==> src/rtl/ccc_seq_pkg.sv <==
// Shared definitions for the CCC lock / reset sequencer: state encoding,
// and a helper for sizing the shared cycle counter.
package ccc_seq_pkg;

    typedef enum logic [2:0] {
        ST_WAIT_LOCK = 3'd0,
        ST_FILTER    = 3'd1,
        ST_RELEASE   = 3'd2,
        ST_RUN       = 3'd3,
        ST_HOLD      = 3'd4,
        ST_FAULT     = 3'd5
    } seq_state_t;

    function automatic int max3(input int a, input int b, input int c);
        int m;
        m = (a > b) ? a : b;
        return (m > c) ? m : c;
    endfunction

endpackage

==> src/rtl/ccc_lock_sync.sv <==
// Two-flop synchroniser for one asynchronous lock indicator.
module ccc_lock_sync (
    input  logic clk,
    input  logic rst,
    input  logic d,
    output logic q
);

    logic meta;

    // First flop may go metastable; second gives a clean level two edges later.
    always_ff @(posedge clk) begin
        if (rst) begin
            meta <= 1'b0;
            q    <= 1'b0;
        end else begin
            meta <= d;
            q    <= meta;
        end
    end

endmodule

==> src/rtl/ccc_lock_reset_sequencer.sv <==
// Watches CCC lock, filters it, and releases the staged fabric resets in
// ascending order. Any lock loss after release re-asserts everything at once.
module ccc_lock_reset_sequencer
    import ccc_seq_pkg::*;
#(
    parameter int NUM_STAGES   = 3,
    parameter int LOCK_FILTER  = 1024,
    parameter int STAGE_GAP    = 256,
    parameter int LOCK_TIMEOUT = 100000,
    parameter bit USE_MSS_LOCK = 1'b1,
    parameter int LOSS_W       = 8
) (
    input  logic                  FAB_CLK,
    input  logic                  RESET,
    input  logic                  FAB_LOCK,
    input  logic                  MSS_LOCK,
    input  logic                  RETRY,
    output logic [NUM_STAGES-1:0] STAGE_RST,
    output logic                  READY,
    output logic                  FAULT,
    output logic [LOSS_W-1:0]     LOSS_COUNT,
    output logic [2:0]            STATE
);

    localparam int CNT_MAX = max3(LOCK_FILTER, STAGE_GAP * NUM_STAGES, LOCK_TIMEOUT);
    localparam int CNT_W   = $clog2(CNT_MAX + 1);

    localparam logic [CNT_W-1:0] TMO_LAST  = CNT_W'(LOCK_TIMEOUT - 1);
    localparam logic [CNT_W-1:0] FLT_LAST  = CNT_W'(LOCK_FILTER - 1);
    localparam logic [CNT_W-1:0] REL_END   = CNT_W'(STAGE_GAP * NUM_STAGES);
    localparam logic [CNT_W-1:0] HOLD_END  = CNT_W'(STAGE_GAP);

    logic fab_s, mss_s, lock_q;

    ccc_lock_sync u_sync_fab (.clk(FAB_CLK), .rst(RESET), .d(FAB_LOCK), .q(fab_s));
    ccc_lock_sync u_sync_mss (.clk(FAB_CLK), .rst(RESET), .d(MSS_LOCK), .q(mss_s));

    assign lock_q = fab_s & ((USE_MSS_LOCK != 1'b0) ? mss_s : 1'b1);

    seq_state_t             state, state_nxt;
    logic [CNT_W-1:0]       cnt, cnt_nxt, cnt_inc;
    logic [NUM_STAGES-1:0]  stage_rst_nxt;
    logic                   ready_nxt, fault_nxt;
    logic [LOSS_W-1:0]      loss_nxt;

    assign cnt_inc = cnt + 1'b1;

    // State and shared counter register.
    always_ff @(posedge FAB_CLK) begin
        if (RESET) begin
            state <= ST_WAIT_LOCK;
            cnt   <= '0;
        end else begin
            state <= state_nxt;
            cnt   <= cnt_nxt;
        end
    end

    // Next state; the counter restarts from zero on every transition.
    always_comb begin
        state_nxt = state;
        cnt_nxt   = cnt;
        case (state)
            ST_WAIT_LOCK: begin
                if (lock_q) begin
                    state_nxt = ST_FILTER;
                    cnt_nxt   = '0;
                end else if (cnt == TMO_LAST) begin
                    state_nxt = ST_FAULT;
                    cnt_nxt   = '0;
                end else begin
                    cnt_nxt   = cnt_inc;
                end
            end
            ST_FILTER: begin
                if (!lock_q) begin
                    state_nxt = ST_WAIT_LOCK;
                    cnt_nxt   = '0;
                end else if (cnt == FLT_LAST) begin
                    state_nxt = ST_RELEASE;
                    cnt_nxt   = '0;
                end else begin
                    cnt_nxt   = cnt_inc;
                end
            end
            ST_RELEASE: begin
                if (!lock_q) begin
                    state_nxt = ST_HOLD;
                    cnt_nxt   = '0;
                end else if (cnt_inc == REL_END) begin
                    state_nxt = ST_RUN;
                    cnt_nxt   = '0;
                end else begin
                    cnt_nxt   = cnt_inc;
                end
            end
            ST_RUN: begin
                if (!lock_q) begin
                    state_nxt = ST_HOLD;
                    cnt_nxt   = '0;
                end
            end
            ST_HOLD: begin
                // Lock is deliberately ignored here so a bouncing CCC gets a quiet period.
                if (cnt_inc == HOLD_END) begin
                    state_nxt = ST_WAIT_LOCK;
                    cnt_nxt   = '0;
                end else begin
                    cnt_nxt   = cnt_inc;
                end
            end
            ST_FAULT: begin
                if (RETRY) begin
                    state_nxt = ST_WAIT_LOCK;
                    cnt_nxt   = '0;
                end
            end
            default: begin
                state_nxt = ST_WAIT_LOCK;
                cnt_nxt   = '0;
            end
        endcase
    end

    // Next output values, derived from where the FSM is heading this edge.
    always_comb begin
        stage_rst_nxt = '1;
        ready_nxt     = 1'b0;
        fault_nxt     = (state_nxt == ST_FAULT);
        loss_nxt      = LOSS_COUNT;
        case (state_nxt)
            ST_RELEASE: begin
                if (state != ST_RELEASE) begin
                    stage_rst_nxt    = '1;
                    stage_rst_nxt[0] = 1'b0;
                end else begin
                    stage_rst_nxt = STAGE_RST;
                    for (int k = 1; k < NUM_STAGES; k++) begin
                        if (cnt_inc == CNT_W'(k * STAGE_GAP))
                            stage_rst_nxt[k] = 1'b0;
                    end
                end
            end
            ST_RUN: begin
                stage_rst_nxt = '0;
                ready_nxt     = 1'b1;
            end
            default: begin
                stage_rst_nxt = '1;
            end
        endcase
        if (state_nxt == ST_HOLD && state != ST_HOLD && !(&LOSS_COUNT))
            loss_nxt = LOSS_COUNT + 1'b1;
    end

    // Output registers.
    always_ff @(posedge FAB_CLK) begin
        if (RESET) begin
            STAGE_RST  <= '1;
            READY      <= 1'b0;
            FAULT      <= 1'b0;
            LOSS_COUNT <= '0;
        end else begin
            STAGE_RST  <= stage_rst_nxt;
            READY      <= ready_nxt;
            FAULT      <= fault_nxt;
            LOSS_COUNT <= loss_nxt;
        end
    end

    assign STATE = state;

endmodule

==> config.mk <==
export PLATFORM = sky130hd
export DESIGN_NAME = ccc_lock_reset_sequencer
export DESIGN_NICKNAME = d
export VERILOG_FILES = /design/src/rtl/ccc_seq_pkg.sv /design/src/rtl/ccc_lock_sync.sv /design/src/rtl/ccc_lock_reset_sequencer.sv
export SDC_FILE = /design/constraint.sdc
export NUM_CORES = 1
export LEC_CHECK = 0
export ABC_AREA = 1
export CAP_MARGIN = 20
export CORE_ASPECT_RATIO = 1.75
export CORE_MARGIN = 2
export CORE_UTILIZATION = 55
export CTS_CLUSTER_DIAMETER = 80
export DETAILED_ROUTE_END_ITERATION = 12
export DONT_BUFFER_PORTS = 1
export PLACE_DENSITY = 0.73
export SYNTH_ARGS = -nofsm -noshare
export SYNTH_HDL_FRONTEND = slang
export SYNTH_SLANG_ARGS = --single-unit
export TNS_END_PERCENT = 20
==> constraint.sdc <==
create_clock -name FAB_CLK -period 4.36 [get_ports FAB_CLK]
set_clock_uncertainty 0.15 [all_clocks]
set_input_delay 0.218 -clock FAB_CLK [delete_from_list [all_inputs] [get_ports FAB_CLK]]
set_output_delay 0.218 -clock FAB_CLK [all_outputs]
set_load 0.02 [all_outputs]
# Word-level counts from Yosys, hierarchy flattened
# Cells that the tools add are included.
[totals] register_bits=37 latchBits=0 ramBits=0 rom_bits=0 n_memories=0
[op_classes] addsub=2 mul=0 div=0 magnitude_cmp=0 eq_ne=21 shifts=0 mux=25 bitwise=1 n_reduce_logical=6
[op_table] operator="17-bit two-way mux" n=9
[op_table] operator="17-bit case mux with 6 select lines" n=1
[op_table] operator="17-bit by 10-bit equality test with 1-bit output (second input constant)" n=3
[op_table] operator="3-bit two-way mux" n=10
[op_table] operator="3-bit case mux with 6 select lines" n=1
[op_table] operator="17-bit by 1-bit adder with 17-bit output (second input constant)" n=1
[op_table] operator="17-bit equality test (second input constant)" n=1
[op_table] operator="17-bit by 9-bit equality test with 1-bit output (second input constant)" n=1
[op_table] operator="3-bit by 2-bit equality test with 1-bit output (second input constant)" n=4
[op_table] operator="3-bit equality test (second input constant)" n=4
[op_table] operator="3-bit inequality test (second input constant)" n=3
[op_table] operator="8-bit by 1-bit adder with 8-bit output (second input constant)" n=1
[op_table] operator="8-bit AND reduction" n=1
[op_table] operator="2-bit inequality test (second input constant)" n=3
[op_table] operator="3-bit case mux with 2 select lines" n=1
[op_table] operator="3-bit by 1-bit equality test with 1-bit output (second input constant)" n=1
[op_table] operator="3-bit zero test" n=1
[op_table] operator="1-bit two-way mux" n=3
[op_table] operator="3-bit by 2-bit inequality test with 1-bit output (second input constant)" n=1
[op_table] operator="1-bit logical AND" n=2
[op_table] operator="2-bit AND reduction" n=1
[op_table] operator="1-bit AND" n=1
[op_table] operator="1-bit zero test" n=1

# Depth between registers and ports, before layout
# Gate-level depths: netlist (run 1).
[depth] ltp_word=8 ltp_mapped=15 depth_no_buf=14

# Cells and area by module
# From an unflattened synthesis (run 1), not the netlist that was laid out.
[unflattened] cells_unflattened=353 area_unflattened_um2=2290.9
[modules_own_cells] module="ccc_lock_reset_sequencer" instances=1 cells_per_inst=341 area_per_inst_um2=2180.8
[modules_own_cells] module="ccc_lock_sync" instances=2 cells_per_inst=6 area_per_inst_um2=55.1

# Worst setup path after synthesis (run 1)
# OpenSTA, ideal clock, no wires.
[synth_timing] path_type="reg-to-reg" startpoint="register cnt[0]" endpoint="register cnt[14]" setup_time_ns=0.136 arrival_time_ns=1.869 required_ns=4.074 setup_slack_ns=2.205 stages_incl_launch_ff=14 n_path_buf=1 cell_sequence="dfxtp_1 -> ha_1 -> nand3_4 -> nor2_4 -> or2_2 -> nand2_1 -> nand3_1 -> nor2_2 -> nand3_1 -> nand2_2 -> nand3_4 -> buf_8 -> nand2_2 -> a21oi_2"
[synth_via] elab_chain_cells=5
[synth_lines] item="from (decl)" line="ccc_lock_reset_sequencer.sv:41" source="logic [CNT_W-1:0] cnt, cnt_nxt, cnt_inc;"
[synth_lines] item="from (signal assigned)" line="ccc_lock_reset_sequencer.sv:55" source="cnt <= cnt_nxt;"
[synth_lines] item="17-bit by 1-bit adder with 17-bit output" line="ccc_lock_reset_sequencer.sv:46" source="assign cnt_inc = cnt + 1'b1;"
[synth_lines] item="17-bit by 10-bit equality test with 1-bit output" line="ccc_lock_reset_sequencer.sv:90" source="end else if (cnt_inc == REL_END) begin"
[synth_lines] item="17-bit two-way mux" line="ccc_lock_reset_sequencer.sv:90"
[synth_lines] item="17-bit two-way mux" line="ccc_lock_reset_sequencer.sv:87" source="if (!lock_q) begin"
[synth_lines] item="17-bit case mux with 6 select lines (*)" line="ccc_lock_reset_sequencer.sv:63" source="case (state)"
# Every way passes the cells marked *; elsewhere a longest branch is shown, timed or not.
# A chain may end at the register's enable or synchronous reset.

# Final worst setup path (run 1)
[layout_timing] startpoint="register cnt[2]" endpoint="register cnt[4]"
# Same word-level chain as after synthesis.

==> qor.csv, run 1 <==
stage,metric,value,unit
synthesis,mappedNetlistArea,2245,um2
floorplan,floorplan.io_pins,21,
drt,detail_route.vias_per_cell,5.358,
synthesis,postSynthCellCount,342,
floorplan,floorplan_die_height,88.51,um
timing,timing.final.crit_period,2457,ps
worst_setup_path,cpMaxStageDelayCell,sky130_fd_sc_hd__dfxtp_1,
worst_setup_path,reg2reg_depth,11,
synthesis,netlist-cell-type-count,29,
placement,numPlacedInstances,385,
clock_tree,cts.repair.resized,0,
clock_tree,clock_insertion_delay_worst_skew,290,ps
pwr,power_density,278.8,nW/um2
drt,drt_first_iter_violations,68,
flow_run,timing.max_cap.violations,0,
timing,slew_violations,0,
timing,fin_setup_tns,0,ps
clock_tree,clk_path_buf_depth,2,
global_routing,grt_pass1_vias,2088,
drt,via_count,2127,
synthesis,synth_sequential_area_ratio,0.3300,
clock_tree,cts_setup_buffers,0,
pwr,leakage,0.9545,nW
final_layout,post_layout_nonfiller_instances,397,
final_layout,fillerInstances,417,
drt,wl,5.307,mm
timing,final_hold_viol_count,0,
timing,slew-limit-headroom,0.6548,
status,run_status,finished clean,
pwr,clock_power_share,0.453,
synthesis,ys_warn_count,0,
worst_setup_path,cp_data_required_time,4380,ps
synthesis,synth_top_area_share,0.3300,
final_layout,layout-drive-gt1-share,0.1404,
pwr,power.total,682.6,uW
global_routing,track_usage,0.2599,
hold_path,endpoint_with_the_worst_hold_slack,cnt[10]$_SDFFE_PP0P_,
final_layout,antenna-diode-count,0,
worst_setup_path,source_of_the_worst_register_to_register_timing_path,cnt[2]$_SDFFE_PP0P_,
floorplan,floorplan.core_area,3904,um2
final_layout,stdcell_area,2449,um2
pwr,switchingPower,142.8,uW
placement,post_dp_cell_area,2275,um2
synthesis,synth_seq_cells,37,
drt,drtAntennaViolNets,0,
floorplan,die_width,52.29,um
worst_setup_path,setup.reg_to_reg.worst_slack,1900,ps
synthesis,syn_area_per_cell,6.563,um2
worst_setup_path,nature_of_the_critical_path_endpoint,register,
pwr,pwr-share-seq,0.507,
clock_tree,tritoncts,built,
timing,fin_crit_sh,0.5635,
global_routing,antenna_found_initial,0,
hold_path,min-delay-path-class,input port to register,
floorplan,die_footprint,4628,um2
placement,detailed_place_hpwl,3.971,mm
global_routing,grt_start_max_net_pins,26,
final_layout,syn2layout_area_growth,9.086,%
floorplan,number_of_rows_in_the_core_area,30,
worst_setup_path,cp_cell_sequence,"nand2_1, nor2_4, nand2_2, xor2_1, nand3_1, nor2_2, nand3_1, nand2_2, nand3_4, nand2_1, a21oi_1",
global_routing,overflow,0,
placement,placement.io_buffers,0,
drt,drt_drc_violations_left,0,
synthesis,ys_async_sr_fraction,0,
pwr,p_int,539.8,uW
worst_setup_path,critical_path_class,register to register,
clock_tree,cts-root-buf,sky130_fd_sc_hd__clkbuf_8,
synthesis,synth_nets,349,
floorplan,initial_core_util,0.5750,
pwr,max-vdd-ir-drop,0.1957,mV
synthesis,synth-edff-count,0,
timing,rsz0062_at_grt,no,
hold_path,min_from,RESET,
hold_path,hold_depth,3,
worst_setup_path,critical_path.max_fanout,15,
global_routing,global_route_wire_length_before_repair,9.052,mm
clock_tree,clkTransAtPathRegs,70,ps
clock_tree,htree_levels,2,
worst_setup_path,crit-reg2reg-capture,cnt[4]$_SDFFE_PP0P_,
synthesis,synth_area_leader_cell,sky130_fd_sc_hd__dfxtp_1,
synthesis,synth_ff_type,sky130_fd_sc_hd__dfxtp_1,
pwr,power.share.switching,0.2092,
synthesis,yosys-top-cells-area,"sky130_fd_sc_hd__dfxtp_1 (33%), sky130_fd_sc_hd__nand2_1 (13%), sky130_fd_sc_hd__inv_1 (9.4%)",
timing,maxClockFrequency,407.0,MHz
final_layout,fin_nets,355,
worst_setup_path,worst_ep_arrival_time,2470,ps
worst_setup_path,kind_of_start_point_of_the_critical_path,register,
clock_tree,cts_hold_buf,3,
pwr,comb_power_share,0.040,
timing,tightest_slew,517.3,ps
clock_tree,cts-buffers-inserted,5,
worst_setup_path,cp_slowest_stage_delay,470,ps
drt,dr.pass1.iters,4,
timing,finalSetupViolations,0,
placement,gp_routability_congestion,1.021,
clock_tree,cts_sinks,37,
drt,wl_per_cell,13.37,um
==> synthesized netlist by cell type (all sizes together) (2+ instances only) <==
cell and number:
nand2 93, ha 2, xnor2 2, nand3 23, nor4 6, xor2 4, dfxtp 37, clkbuf 4
nor2 52, inv 57, o21ai 13, nand4 12, nor3 5, a21oi 26
==> how the worst max path moves through the flow <==
stage               cells past startpoint              endpoint           startpoint
floorplan                              13  cnt[14]$_SDFFE_PP0P_  cnt[0]$_SDFFE_PP0P_
global placement                       12   cnt[4]$_SDFFE_PP0P_  cnt[0]$_SDFFE_PP0P_
detailed placement                     12   cnt[8]$_SDFFE_PP0P_  cnt[0]$_SDFFE_PP0P_
CTS                                    11   cnt[8]$_SDFFE_PP0P_  cnt[2]$_SDFFE_PP0P_
global route                           12   cnt[6]$_SDFFE_PP0P_  cnt[0]$_SDFFE_PP0P_
finish                                 11   cnt[4]$_SDFFE_PP0P_  cnt[2]$_SDFFE_PP0P_
==> per-stage QoR <==
stage / setup WS (ps) / hold WS (ps) / utilization
final: 1903 / 85.78 / 0.6272
after global routing: 1700 / 107.3 / 0.6272
after CTS: 1847 / 81.72 / 0.6202
after detailed placement: 1945 / 134.0 / 0.5827
after global placement: 1963 / 133.2 / 0.5827
after floorplan: 2205 / 175.0 / -
==> cell families after synthesis <==
group,synth area share
simple gates,0.4103
buf+inv,0.1087
compound gates,0.1165
flops,0.3300
xor+xnor,0.02341
fa+ha+maj,0.01115
==> worst max-delay path, delay by kind of cell, from the launching register on <==
kind            cells  cell delay [ps]
xor+xnor            1              220
compound gates      1               60
simple gates        9             1420
flops               1              470
==> area by class of cell <==
type | count | area (um2) | share of cell area
clock buffers | 7 | 86.33 | 0.03526
clock inverters | 1 | 30.03 | 0.01226
inverters | 57 | 214.0 | 0.08738
multi-input cells | 243 | 1260 | 0.5146
flip-flops and latches | 37 | 740.7 | 0.3025
well taps | 48 | 60.06 | 0.02453
repair buffers | 4 | 57.56 | 0.02351
==> metal layers <==
metal  up-vias  global-route usage  part of all wire
met4         0              0.1026             0.023
met2        45              0.5000              0.56
met1       974              0.2672              0.39
li1       1097                   -                 -
met3        11             0.04223             0.034
met5         -                   0                 0
==> flip-flops by register name (all words and copies together), names as in the netlist <==
signal,cells
cnt,17
FAULT,1
u_sync_mss.q,1
u_sync_fab.meta,1
READY,1
u_sync_fab.q,1
u_sync_mss.meta,1
STATE,3
LOSS_COUNT,8
STAGE_RST,3
==> power groups by stage <==
stage          Clock (mW)  Combinational, mW  Sequential, mW
2_1_floorplan           0             0.0193           0.353
3_3_place_gp            0             0.0175           0.354
3_5_place_dp            0             0.0180           0.354
4_1_cts             0.316             0.0245           0.346
5_1_grt             0.325             0.0303           0.347
6_report            0.309             0.0274           0.346
==> cell usage in the layout, fill, tap and decap left out, types with 2 or more instances in the layout <==
cell,synthesis,final
sky130_fd_sc_hd__a21oi_1,19,19
sky130_fd_sc_hd__a21oi_2,7,7
sky130_fd_sc_hd__clkbuf_8,0,6
sky130_fd_sc_hd__dfxtp_1,37,37
sky130_fd_sc_hd__dlygate4sd3_1,0,3
sky130_fd_sc_hd__ha_1,2,2
sky130_fd_sc_hd__inv_1,56,56
sky130_fd_sc_hd__nand2_1,76,76
sky130_fd_sc_hd__nand2_2,17,17
sky130_fd_sc_hd__nand3_1,20,20
sky130_fd_sc_hd__nand3_4,2,2
sky130_fd_sc_hd__nand4_1,12,12
sky130_fd_sc_hd__nor2_1,42,42
sky130_fd_sc_hd__nor2_2,6,6
sky130_fd_sc_hd__nor2_4,4,4
sky130_fd_sc_hd__nor3_1,5,5
sky130_fd_sc_hd__nor4_1,6,6
sky130_fd_sc_hd__o21ai_0,10,10
sky130_fd_sc_hd__o21ai_2,2,2
sky130_fd_sc_hd__xnor2_1,2,2
sky130_fd_sc_hd__xor2_1,4,4
No activity file was read; power rests on OpenSTA's default activity.
==> run 2: changes to the inputs <==
PLACE_DENSITY = 0.76   (was 0.73)
clock period = 2.2 ns   (was 4.36 ns; I/O delays follow)
==> run 2 against run 1 <==
  * The run now ends with negative hold slack, negative setup slack left
  * Critical path depth shrank 2
  * Combinational power grew to 2.8 times the previous value
  * Flip-flop and latch count is the same
  * Worst setup slack lost 2000 ps
  * Die area is the same
  * First-iteration DRC count grew 130%
  * Sequential power grew 99%
  * Final cell count grew 15%
  * Clock power grew 83%
  * Register-to-register slack lost 2000 ps
  * Largest cell class unchanged
==> qor.csv, run 2 (same netlist as run 1, synthesis figures left out) <==
stage,metric,value,unit
status,run_status,"complete, but fails checks",
status,failing_checks,"negative hold slack, negative setup slack",
final_layout,fin_nets,414,
global_routing,gr-max-usage-layer,met2,
drt,drtAntennaViolNets,0,
clock_tree,htree_levels,2,
global_routing,grt_start_max_net_pins,27,
global_routing,grt_use_met2,0.5920,
final_layout,stdcell_area,3080,um2
placement,dpl_worst_slack,-128.9,ps
worst_setup_path,nature_of_the_critical_path_endpoint,register,
worst_setup_path,crit-reg2reg-capture,cnt[0]$_SDFFE_PP0P_,
placement,post_dp_cell_area,2613,um2
clock_tree,clk_path_buf_depth,2,
floorplan,floorplan.core_area,3904,um2
global_routing,met3_usage,0.06081,
timing,maxClockFrequency,426.4,MHz
timing,whs,-306.1,ps
clock_tree,clkTransAtPathRegs,80,ps
pwr,pwr-share-seq,0.518,
floorplan,floorplan.io_pins,21,
floorplan,number_of_rows_in_the_core_area,30,
drt,drt_drc_violations_left,0,
drt,detail_route.vias_per_cell,6.070,
worst_setup_path,cp_data_required_time,2240,ps
worst_setup_path,setup.reg_to_reg.worst_slack,-150,ps
flow_run,timing.max_cap.violations,0,
clock_tree,tritoncts,built,
pwr,clock_power_share,0.425,
timing,final_hold_viol_count,22,
worst_setup_path,worst_ep_arrival_time,2390,ps
clock_tree,clock_insertion_delay_worst_skew,310,ps
placement,placement.io_buffers,0,
final_layout,mostFrequentLayoutCells,"sky130_fd_sc_hd__nand2_1 (67), sky130_fd_sc_hd__inv_1 (55), sky130_fd_sc_hd__buf_4 (54), sky130_fd_sc_hd__nor2_1 (35), sky130_fd_sc_hd__dfxtp_1 (32)",
pwr,power.total,1.327,mW
worst_setup_path,critical_path_class,register to register,
floorplan,die_width,52.29,um
placement,numPlacedInstances,430,
hold_path,min-delay-path-class,input port to register,
global_routing,global_route_wire_length_before_repair,10.97,mm
global_routing,grt_use_met1,0.3118,
drt,wl_per_cell,18.76,um
timing,slew_violations,0,
pwr,switchingPower,321.2,uW
drt,drt_first_iter_violations,158,
clock_tree,cts-root-buf,sky130_fd_sc_hd__clkbuf_8,
worst_setup_path,reg2reg_depth,9,
timing,timing.final.crit_period,2345,ps
pwr,max-vdd-ir-drop,0.4824,mV
worst_setup_path,critPathCapture,cnt[0]$_SDFFE_PP0P_,
timing,rsz0062_at_grt,yes,
timing,fin_ws,-145.1,ps
worst_setup_path,critical_path.max_fanout,8,
pwr,p_int,1.006,mW
clock_tree,cts_sinks,37,
floorplan,die_footprint,4628,um2
final_layout,largest_register_ff_count,17,
floorplan,floorplan_die_height,88.51,um
final_layout,top_register,cnt,
final_layout,post_layout_nonfiller_instances,456,
placement,detailed_place_hpwl,4.543,mm
timing,tightest_slew,453.0,ps
drt,wl,8.556,mm
worst_setup_path,source_of_the_worst_register_to_register_timing_path,cnt[15]$_SDFFE_PP0P_,
pwr,power_density,430.7,nW/um2
hold_path,min_from,RESET,
clock_tree,cts-buffers-inserted,5,
global_routing,track_usage,0.3197,
timing,fin_crit_sh,1.066,
global_routing,overflow,0,
global_routing,grt_pass1_vias,2521,
final_layout,syn2layout_area_growth,37.24,%
global_routing,antenna_found_initial,0,
final_layout,layout-drive-gt1-share,0.3358,
timing,finalSetupViolations,21,
final_layout,antenna-diode-count,0,
drt,dr.pass1.iters,5,
worst_setup_path,kind_of_start_point_of_the_critical_path,register,
floorplan,initial_core_util,0.5750,
pwr,leakage,1.290,nW
worst_setup_path,crit_path_start,cnt[15]$_SDFFE_PP0P_,
drt,via_count,2768,
placement,gp_routability_congestion,0.9879,
clock_tree,cts_hold_buf,7,
timing,slew-limit-headroom,0.6952,
final_layout,layout.cells.most_common,sky130_fd_sc_hd__nand2_1,
pwr,comb_power_share,0.057,
pwr,power.share.switching,0.2420,
final_layout,fillerInstances,243,
final_layout,largest_registers,"cnt (17), LOSS_COUNT (8)",
## run 2: changes by cell type in the layout (fill, tap and decap cells not counted), moves of 3 or more
cell                            delta
sky130_fd_sc_hd__dfxtp_2           +3
sky130_fd_sc_hd__dlygate4sd3_1     +4
sky130_fd_sc_hd__a21oi_2           +3
sky130_fd_sc_hd__nand2_4           +4
sky130_fd_sc_hd__dfxtp_1           -5
sky130_fd_sc_hd__nor2_4            +6
sky130_fd_sc_hd__nand3_4           +3
sky130_fd_sc_hd__nand2_1           -9
sky130_fd_sc_hd__buf_4            +54
sky130_fd_sc_hd__a21oi_1           -3
sky130_fd_sc_hd__nand2_2           +5
sky130_fd_sc_hd__nand3_1           -4
sky130_fd_sc_hd__nor2_1            -7
## run 2: power groups by stage
| stage | registers, mW | logic (mW) | clock network (mW) |
|---|---|---|---|
| after floorplan | 0.700 | 0.0382 | 0 |
| after global placement | 0.698 | 0.0503 | 0 |
| after detailed placement | 0.699 | 0.0520 | 0 |
| after CTS | 0.683 | 0.0641 | 0.561 |
| after global routing | 0.688 | 0.0798 | 0.582 |
| final | 0.687 | 0.0757 | 0.564 |
## run 2: worst min path at each step
stage | slack (ps) | to | cells past startpoint
2_1_floorplan | 70 | u_sync_fab.meta$_SDFF_PP0_ | 2
3_3_place_gp | 20 | cnt[2]$_SDFFE_PP0P_ | 1
3_5_place_dp | 30 | cnt[13]$_SDFFE_PP0P_ | 1
4_1_cts | -300 | cnt[13]$_SDFFE_PP0P_ | 1
5_1_grt | -310 | cnt[1]$_SDFFE_PP0P_ | 1
6_report | -310 | cnt[1]$_SDFFE_PP0P_ | 1
## run 2: what timing repair did
item                                   in CTS  in global routing
pin swaps                                   3                 21
setup endpoints to repair                  15                 22
endpoints found under the hold margin      30                 22
setup buffers                               1                  9
cloned                                      1                  0
resized for setup                          13                 39
## run 2: cell type report
class	count	area (um2)	share of cell area
clock buffers	7	96.34	0.03128
clock inverters	1	8.758	0.002843
inverters	57	214.0	0.06946
multi-input cells	244	1463	0.4748
flip-flops and latches	37	752.0	0.2441
well taps	48	60.06	0.01950
repair buffers	62	486.7	0.1580
## run 2: through the flow
stage	setup TNS [ps]	utilization	hold WS, ps
detailed placement	-1633	0.6692	25.33
global route	-3548	0.7891	-314.7
floorplan	0	-	66.97
finish	-1785	0.7891	-306.1
global placement	-174.0	0.6692	24.51
CTS	0	0.7346	-297.0
## run 2: worst max-delay path, cell delays in order (launching register included)
cell and delay (ps):
sky130_fd_sc_hd__dfxtp_1 460, sky130_fd_sc_hd__inv_1 150, sky130_fd_sc_hd__nor4_1 430, sky130_fd_sc_hd__nand3_1 220, sky130_fd_sc_hd__nand2_1 100, sky130_fd_sc_hd__nand2_1 80
sky130_fd_sc_hd__inv_1 220, sky130_fd_sc_hd__nand3_4 210, sky130_fd_sc_hd__nor2_2 150, sky130_fd_sc_hd__nor2_1 70
## run 2: layer usage
metal,vias to the layer above,share of wire
met5,-,0
met4,0,0.086
met3,89,0.087
met2,227,0.51
met1,1230,0.32
li1,1222,-
